## src/rtl/stopwatch_pkg.sv

```systemverilog
// Shared types and BCD digit-pair helpers for the lap stopwatch.
// State encoding, the mm:ss:cc time struct and the per-field digit limits.
package stopwatch_pkg;

  typedef enum logic [1:0] {
    ST_IDLE  = 2'd0,
    ST_RUN   = 2'd1,
    ST_PAUSE = 2'd2,
    ST_DONE  = 2'd3
  } sw_state_t;

  typedef struct packed {
    logic [7:0] mm;
    logic [7:0] ss;
    logic [7:0] cc;
  } bcd_time_t;

  localparam logic [7:0] CC_MAX = 8'h99;
  localparam logic [7:0] SS_MAX = 8'h59;
  localparam logic [7:0] MM_MAX = 8'h59;
  localparam bcd_time_t  TIME_ZERO = '0;

  // Returns {carry, next_pair}; carry is set when the pair rolls from max to 00.
  function automatic logic [8:0] pair_inc(input logic [7:0] v, input logic [7:0] max);
    if (v == max)              return {1'b1, 8'h00};
    else if (v[3:0] == 4'd9)   return {1'b0, v[7:4] + 4'd1, 4'd0};
    else                       return {1'b0, v[7:4], v[3:0] + 4'd1};
  endfunction

  // Returns {borrow, next_pair}; borrow is set when the pair wraps from 00 to max.
  function automatic logic [8:0] pair_dec(input logic [7:0] v, input logic [7:0] max);
    if (v == 8'h00)            return {1'b1, max};
    else if (v[3:0] == 4'd0)   return {1'b0, v[7:4] - 4'd1, 4'd9};
    else                       return {1'b0, v[7:4], v[3:0] - 4'd1};
  endfunction

endpackage

```

## src/rtl/bcd_time_counter.sv

```systemverilog
// Combinational next-time logic for the mm:ss:cc BCD counter.
// Up mode reports a 59:59.99 -> 00:00.00 rollover; down mode saturates at zero and flags it.
module bcd_time_counter
  import stopwatch_pkg::*;
(
  input  bcd_time_t i_time,
  input  logic      i_down,
  output bcd_time_t o_next,
  output logic      o_wrap,
  output logic      o_zero
);

  logic [8:0] w_cc_inc, w_ss_inc, w_mm_inc;
  logic [8:0] w_cc_dec, w_ss_dec, w_mm_dec;
  bcd_time_t  w_dec;
  logic       w_underflow;

  always_comb begin
    w_cc_inc = pair_inc(i_time.cc, CC_MAX);
    w_ss_inc = pair_inc(i_time.ss, SS_MAX);
    w_mm_inc = pair_inc(i_time.mm, MM_MAX);
    w_cc_dec = pair_dec(i_time.cc, CC_MAX);
    w_ss_dec = pair_dec(i_time.ss, SS_MAX);
    w_mm_dec = pair_dec(i_time.mm, MM_MAX);

    w_dec.cc = w_cc_dec[7:0];
    w_dec.ss = w_cc_dec[8] ? w_ss_dec[7:0] : i_time.ss;
    w_dec.mm = (w_cc_dec[8] && w_ss_dec[8]) ? w_mm_dec[7:0] : i_time.mm;
    // Every pair borrowing at once only happens from 00:00.00.
    w_underflow = w_cc_dec[8] && w_ss_dec[8] && w_mm_dec[8];

    o_next = i_time;
    o_wrap = 1'b0;
    o_zero = 1'b0;
    if (i_down) begin
      o_next = w_underflow ? TIME_ZERO : w_dec;
      o_zero = w_underflow || (w_dec == TIME_ZERO);
    end else begin
      o_next.cc = w_cc_inc[7:0];
      o_next.ss = w_cc_inc[8] ? w_ss_inc[7:0] : i_time.ss;
      o_next.mm = (w_cc_inc[8] && w_ss_inc[8]) ? w_mm_inc[7:0] : i_time.mm;
      o_wrap    = w_cc_inc[8] && w_ss_inc[8] && w_mm_inc[8];
    end
  end

endmodule

```

## src/rtl/lap_stopwatch.sv

```systemverilog
// Centisecond BCD stopwatch with run/pause FSM, prescaler and a small lap memory.
// Countdown (down mode, preset load, DONE state) is built only with LAP_STOPWATCH_COUNTDOWN_EN.
module lap_stopwatch
  import stopwatch_pkg::*;
#(
  parameter  int CLK_DIV   = 500000,
  parameter  int LAP_DEPTH = 4,
  localparam int SEL_W     = (LAP_DEPTH > 1) ? $clog2(LAP_DEPTH) : 1,
  localparam int CNT_W     = $clog2(LAP_DEPTH + 1)
) (
  input  logic             clock,
  input  logic             reset_n,
  input  logic             start_stop,
  input  logic             clear,
  input  logic             lap,
  input  logic             mode,
  input  logic [23:0]      preset,
  input  logic [SEL_W-1:0] lap_sel,
  input  logic             view_lap,
  output logic [23:0]      disp_bcd,
  output logic             running,
  output logic [CNT_W-1:0] lap_count,
  output logic             lap_full,
  output logic             done,
  output logic             wrap,
  output logic [1:0]       dbg_state
);

  localparam int PRE_W = $clog2(CLK_DIV);

  sw_state_t        r_state;
  bcd_time_t        r_time;
  logic [PRE_W-1:0] r_pre;
  logic [CNT_W-1:0] r_lap_count;
  logic             r_wrap;
  bcd_time_t        r_laps [LAP_DEPTH];

  bcd_time_t w_next, w_load_time;
  logic      w_tick, w_wrap, w_zero, w_down, w_lap_wr, w_lap_view;

`ifdef LAP_STOPWATCH_COUNTDOWN_EN
  logic r_mode_down;

  // Direction is frozen once the watch leaves IDLE.
  always_ff @(posedge clock or negedge reset_n) begin
    if (!reset_n)                r_mode_down <= 1'b0;
    else if (r_state == ST_IDLE) r_mode_down <= mode;
  end

  assign w_down      = r_mode_down;
  assign w_load_time = mode ? bcd_time_t'(preset) : TIME_ZERO;
  assign done        = (r_state == ST_DONE);
`else
  logic w_unused_cfg;
  assign w_unused_cfg = ^{mode, preset};
  assign w_down       = 1'b0;
  assign w_load_time  = TIME_ZERO;
  assign done         = 1'b0;
`endif

  bcd_time_counter u_counter (
    .i_time (r_time),
    .i_down (w_down),
    .o_next (w_next),
    .o_wrap (w_wrap),
    .o_zero (w_zero)
  );

  assign w_tick   = (r_state == ST_RUN) && (r_pre == PRE_W'(CLK_DIV - 1));
  assign w_lap_wr = lap && !clear && !lap_full &&
                    ((r_state == ST_RUN) || (r_state == ST_PAUSE));

  always_ff @(posedge clock or negedge reset_n) begin
    if (!reset_n) begin
      r_state     <= ST_IDLE;
      r_time      <= TIME_ZERO;
      r_pre       <= '0;
      r_lap_count <= '0;
      r_wrap      <= 1'b0;
    end else begin
      r_wrap <= 1'b0;
      if (clear) begin
        r_state     <= ST_IDLE;
        r_time      <= TIME_ZERO;
        r_pre       <= '0;
        r_lap_count <= '0;
      end else begin
        if (w_lap_wr) r_lap_count <= r_lap_count + 1'b1;
        case (r_state)
          ST_IDLE: begin
            if (start_stop) begin
              r_state <= ST_RUN;
              r_time  <= w_load_time;
              r_pre   <= '0;
            end
          end
          ST_RUN: begin
            r_pre <= w_tick ? '0 : r_pre + 1'b1;
            if (w_tick) begin
              r_time <= w_next;
              r_wrap <= w_wrap;
            end
            // Reaching zero outranks a simultaneous pause request.
            if (w_tick && w_zero) r_state <= ST_DONE;
            else if (start_stop)  r_state <= ST_PAUSE;
          end
          ST_PAUSE: begin
            if (start_stop) r_state <= ST_RUN;
          end
          default: ;
        endcase
      end
    end
  end

  // Lap entries are only meaningful below lap_count, so they need no reset.
  always_ff @(posedge clock) begin
    if (w_lap_wr) r_laps[r_lap_count[SEL_W-1:0]] <= r_time;
  end

  assign w_lap_view = view_lap && (CNT_W'(lap_sel) < r_lap_count);
  assign disp_bcd   = w_lap_view ? r_laps[lap_sel] : r_time;
  assign running    = (r_state == ST_RUN);
  assign lap_count  = r_lap_count;
  assign lap_full   = (r_lap_count == CNT_W'(LAP_DEPTH));
  assign wrap       = r_wrap;
  assign dbg_state  = r_state;

endmodule

```

## config.mk

```make
export PLATFORM = sky130hd
export DESIGN_NAME = lap_stopwatch
export DESIGN_NICKNAME = d
export VERILOG_FILES = /design/src/rtl/stopwatch_pkg.sv /design/src/rtl/bcd_time_counter.sv /design/src/rtl/lap_stopwatch.sv
export SDC_FILE = /design/constraint.sdc
export NUM_CORES = 1
export LEC_CHECK = 0
export ABC_AREA = 1
export BUFFER_PORTS_ARGS = -buffer_cell sky130_fd_sc_hd__buf_2
export CAP_MARGIN = 20
export CORE_UTILIZATION = 47
export DETAILED_ROUTE_END_ITERATION = 16
export GPL_TIMING_DRIVEN = 0
export PLACE_DENSITY = 0.68
export SLEW_MARGIN = 40
export SYNTH_ARGS = -nofsm -noshare
export SYNTH_HDL_FRONTEND = slang
export SYNTH_HIERARCHICAL = 1
export SYNTH_SLANG_ARGS = --single-unit
```

## constraint.sdc

```tcl
create_clock -name clock -period 2.55 [get_ports clock]
set_input_delay 0 -clock clock [delete_from_list [all_inputs] [get_ports clock]]
set_output_delay 0 -clock clock [all_outputs]
set_load 0.01 [all_outputs]
```

* After elaboration in Yosys (flattened, before gate mapping) *
Memories as Yosys holds them, arrays and structs flattened.
Index checks and enable logic that the tools add are counted.

word-level totals
  bits in read-only memories = 0
  bits of input ports = 33
  flip-flop bits (word level) = 49
  memories = 1
  output and inout port bits = 33
  latch bits = 0
  RAM bits = 96
  word-level logic and storage cells = 90

cells by class
  multiplexer cells = 28
  reductions and logical operators = 23
  divide/modulo/power cells = 0
  multiply operators = 0
  add/subtract/negate cells = 8
  $lt $le $gt $ge = 1
  eq/ne operators = 19
  bitwise gates (word level) = 0
  shift-type cells = 0

memories
  memory  words  width  rd ports  clocked after Yosys merged registers in  wr ports  RTL line             source
  r_laps  4      24     1         0                                        1         lap_stopwatch.sv:36  bcd_time_t r_laps [LAP_DEPTH];

operator list
  kind                   count
  $mux 24                4
  $mux 19                3
  $pmux 24 s2            1
  $mux 8                 5
  $pmux 19 s2            1
  $mux 9                 3
  $add 4x1->4 const B    6
  $add 19x1->19 const B  1
  $eq 19x19->1 const B   1
  $eq 8x7->1 const B     2
  $eq 4x4->1 const B     3
  $ne 4x2->1 const B     3
  $reduce_and 4->1       3
  $reduce_and 5->1       2
  $ne 3x2->1 const B     3
  $eq 8x8->1 const B     1
  $logic_and 1x1->1      7
  $mux 2                 3
  $mux 3                 2
  $ne 3x3->1 const B     2
  $reduce_and 3->1       2
  $reduce_bool 3->1      2
  $mux 1                 5
  $pmux 2 s2             1
  other kinds (12)       13

* Depth between registers and ports, before layout *
  word-level depth = 8
  gate-level depth with buffers = 19
  depth with buffers taken out = 19

* Hierarchy *
Netlist, hierarchy kept.

by module, submodules not included
  module            cells each  instances  area an instance (sq um)  seq. area each (sq um)
  lap_stopwatch     614         1          6392.4                    4108.9
  bcd_time_counter  321         1          1786.7                    0.0

* Least setup slack after synthesis *
OpenSTA, ideal clock, no wires.

  kind = reg2reg
  start = register r_lap_count[0], in the netlist lap_count[0]
  end = memory r_laps[3][0] in the netlist's numbering (enable)
  buffers on the path = 0
  period minus slack after synthesis = 2.574 ns
  slack = -0.024 ns
  arrival time = 2.167 ns
  data required time = 2.143 ns
  setup time = 0.407 ns
  cell stages (with the launch flop) = 6
  cell sequence = dfrtp_1 > inv_1 > ha_1 > nand2_1 > nand4_1 > nor2_1

between the ends
  cells in the longest elaborated chain, start to end = 6

ends and longest elaborated chain
  element                         RTL line              source
  start, declared                 lap_stopwatch.sv:34   logic [CNT_W-1:0] r_lap_count;
  start signal, assigned          lap_stopwatch.sv:88   if (w_lap_wr) r_lap_count <= r_lap_count + 1'b1;
  $eq 3x3->1                      lap_stopwatch.sv:125  assign lap_full = (r_lap_count == CNT_W'(LAP_DEPTH));
  $logic_not 1->1                 lap_stopwatch.sv:70   assign w_lap_wr = lap && !clear && !lap_full &&
  $logic_and 1x1->1 (2 in a row)  lap_stopwatch.sv:70
  $mux 1                          lap_stopwatch.sv:118  if (w_lap_wr) r_laps[r_lap_count[SEL_W-1:0]] <= r_time;
  $mux 1 (not written as such)    lap_stopwatch.sv:118
  end, declared                   lap_stopwatch.sv:36

Parallel ways exist; a longest one is shown, timed or not.

* Worst setup path in the final report *
  start = register r_lap_count[1], in the netlist lap_count[1]
  end = output port disp_bcd[16]

between the ends
  cells in the longest elaborated chain, start to end = 3

ends and longest elaborated chain
  element            RTL line              source
  $lt 2x3->1         lap_stopwatch.sv:121  assign w_lap_view = view_lap && (CNT_W'(lap_sel) < r_lap_count);
  $logic_and 1x1->1  lap_stopwatch.sv:121
  $mux 24            lap_stopwatch.sv:122  assign disp_bcd = w_lap_view ? r_laps[lap_sel] : r_time;
  end, declared      lap_stopwatch.sv:20   output logic [23:0] disp_bcd,

Every way passes these cells.

==> run metrics <==
status complete, no violations; final std cells w/o fill 1247; Clock transition at path regs 0.06 ns; Yosys top cell by area edfxtp_1; Site Rows 47; Reg2Reg Depth 6; Least-Margin Pin Slew 0.6914 ns; top cells by area, synth edfxtp_1 (35%), dfrtp_1 (15%), nand2_1 (7.5%); Post-Place Worst Slack 0.1187 ns; Num CTS Buffers 17; GRT Resource Usage Total 0.2498; max_cap viols 0; EDFF count, synth 96; power per standard cell area 1194 nW/um^2; wire length per cell 17.15 um; synthesized flop and latch total 145; layout cells sized above 1 0.1441; Rel. slew slack 0.5391; vias per cell 5.569; Starting Density 0.4880; routability cong. 0.8775; pin count of the biggest net entering global routing 50; Ys Warns 6; Synth Flop Type edfxtp_1; number of global-route vias before repair 6524; crit path max fanout 10; root buf cell clkbuf_16; Syn Area/Cell 8.748 sq um; R2R Path Start lap_count[0]$_DFFE_PN0P_; P_leak 0.003955 uW; initial antenna violation count 0; die width 133.9 um; RR Endpoint r_laps[2][12]$_DFFE_PP_; Yosys cell types 48; commonest non-fill, non-tap cell in the layout nand2_1; part of the cycle the worst path needs 0.9512; Final ANT Viol Nets 0; Die Area 17930 sq um; final setup margin 0.1245 ns; Worst-Skew Late Latency 0.43 ns; kind of critical path reg -> out; CP max stage delay 0.41 ns; final worst path period need 2.426 ns; CP endpoint kind primary output; placeable core area 16760 sq um; H-tree depth 4; placed wire-length estimate 14970 um; clk buf depth 2; Worst path slowest cell dfrtp_1; r2r setup slk 0.16 ns; Final setup viols 0; Cell Chain, Critical Path inv_1, ha_1, a21oi_1, o21a_2, buf_6, clkbuf_4, nand2_1, o21ai_0, buf_2; commonest non-fill, non-tap cells in the layout nand2_1 (164), nor2_1 (140), edfxtp_1 (96); fmax 412.3 MHz; Critical Path RT 2.55 ns; Placed Cells 1203; worst hold path class in -> async; share of the synthesized area in the top cell type 0.3525; Iteration-0 DRC Markers 640; worst setup path end disp_bcd[16]; Layout area overhead 16.28%; Gate Count Post-Synth 935; # clock sinks 145; fraction of registers with async set/reset 0.3379; skew final 0.009516 ns; first-pass GRT wire length 34260 um; die height 133.9 um; nets 1076; number of hold violations in the final report 0; # IOs 66; Seq/Total Area, Yosys 0.5024; Antenna Cells 0; crit path launch lap_count[1]$_DFFE_PN0P_; FILL cells 1506; Synth Cell Area 8179 sq um; Slew Viols, Final 0; crit path DAT 2.43 ns; total grt overflow 0; TritonCTS clock tree built; Startpoint Class flop; DRC viols 0; First-pass DRT Iterations 6; worst vdd ir 0.0006989 V; Total Routed Length 21390 um; via count 6945; port bufs 39
[worst min path at each step]
stage / startpoint / end / slack, ns
3_3_place_gp: reset_n / r_time[10]$_DFFE_PN0P_ / 0.28
6_report: reset_n / r_time[10]$_DFFE_PN0P_ / 0.14
3_5_place_dp: reset_n / r_time[9]$_DFFE_PN0P_ / 0.07
2_1_floorplan: reset_n / dbg_state[0]$_DFFE_PN0P_ / -0.30
5_1_grt: reset_n / r_time[9]$_DFFE_PN0P_ / 0.23
4_1_cts: reset_n / r_time[9]$_DFFE_PN0P_ / 0.16
[power breakdown]
part / internal [uW] / total [uW] / leakage, uW / switching (uW)
logic: 1840 / 5560 / 0.00209 / 3720
clock network: 1460 / 2520 / 0.000284 / 1060
registers: 2850 / 3280 / 0.00158 / 422
[sequential cells by signal, indices dropped and copies added (netlist names)]
register and cells:
r_time 24, lap_count 3, r_pre 19, wrap 1, r_laps 96, dbg_state 2
[metrics by stage]
| stage | area (sq um) | power (uW) | TNS (ns) | hold slack (ns) | utilization |
|---|---|---|---|---|---|
| global placement | 8671 | 8570 | -63.39 | 0.2815 | 0.5174 |
| global route | 9510 | 12120 | -0.00002509 | 0.2314 | 0.5675 |
| floorplan | 8200 | 7192 | 0 | -0.2956 | - |
| CTS | 9432 | 11160 | 0 | 0.1582 | 0.5627 |
| detailed placement | 8786 | 8624 | 0 | 0.06549 | 0.5242 |
| finish | 9510 | 11360 | 0 | 0.1438 | 0.5675 |
[cell type report]
type / instances / area (sq um) / share of cell area
inverters: 102 / 385.4 / 0.04052
well taps: 220 / 275.3 / 0.02894
plain buffers: 36 / 197.7 / 0.02079
clock buffers: 17 / 425.4 / 0.04473
clock inverters: 15 / 173.9 / 0.01829
multi-input cells: 657 / 3548 / 0.3731
repair buffers: 55 / 395.4 / 0.04157
flip-flops and latches: 145 / 4109 / 0.4320
[critical path, delay by kind of cell (launching register included)]
| family | cells | cell delay [ns] |
|---|---|---|
| flops | 1 | 0.41 |
| buf+inv | 4 | 0.72 |
| simple gates | 1 | 0.06 |
| fa+ha+maj | 1 | 0.24 |
| compound gates | 3 | 0.57 |
[metal layers]
layer / part of all wire / up-vias / GRT usage
li1: - / 3347 / -
met1: 0.45 / 3307 / 0.3423
met2: 0.47 / 240 / 0.3912
met3: 0.056 / 51 / 0.03741
met4: 0.031 / 0 / 0.1155
met5: 0 / - / 0
[what timing repair did]
item                       CTS  global route
hold endpoints to repair    54             0
pin swaps                    0             3
hold buffers                 4             0
setup endpoints to repair   18            44
setup buffers                0             8
resized for setup            3             2
[cells in the mapped netlist (all sizes together), types with 2 or more instances]
| master | count |
|---|---|
| ha | 29 |
| o22ai | 5 |
| a21oi | 19 |
| o21ai | 97 |
| o32ai | 26 |
| clkbuf | 17 |
| nand2 | 170 |
| nor2 | 153 |
| nor3b | 2 |
| buf | 19 |
| nand4 | 15 |
| o221ai | 3 |
| nand3b | 2 |
| xor2 | 11 |
| inv | 100 |
| edfxtp | 96 |
| nor3 | 17 |
| clkinv | 2 |
| nand3 | 92 |
| dfrtp | 49 |
| xnor2 | 2 |
[kinds of logic after synthesis]
group                      Yosys count  synth area share
adders and majority gates           29           0.04436
DFF                                145            0.5024
xor gates and xnor gates            13           0.01392
buffers and inverters              138           0.06991
AOI/OAI and AO/OA                  157            0.1138
and+or+nand+nor                    452            0.2552
other                                1         0.0004585
Power figures use the tool's default switching activity.
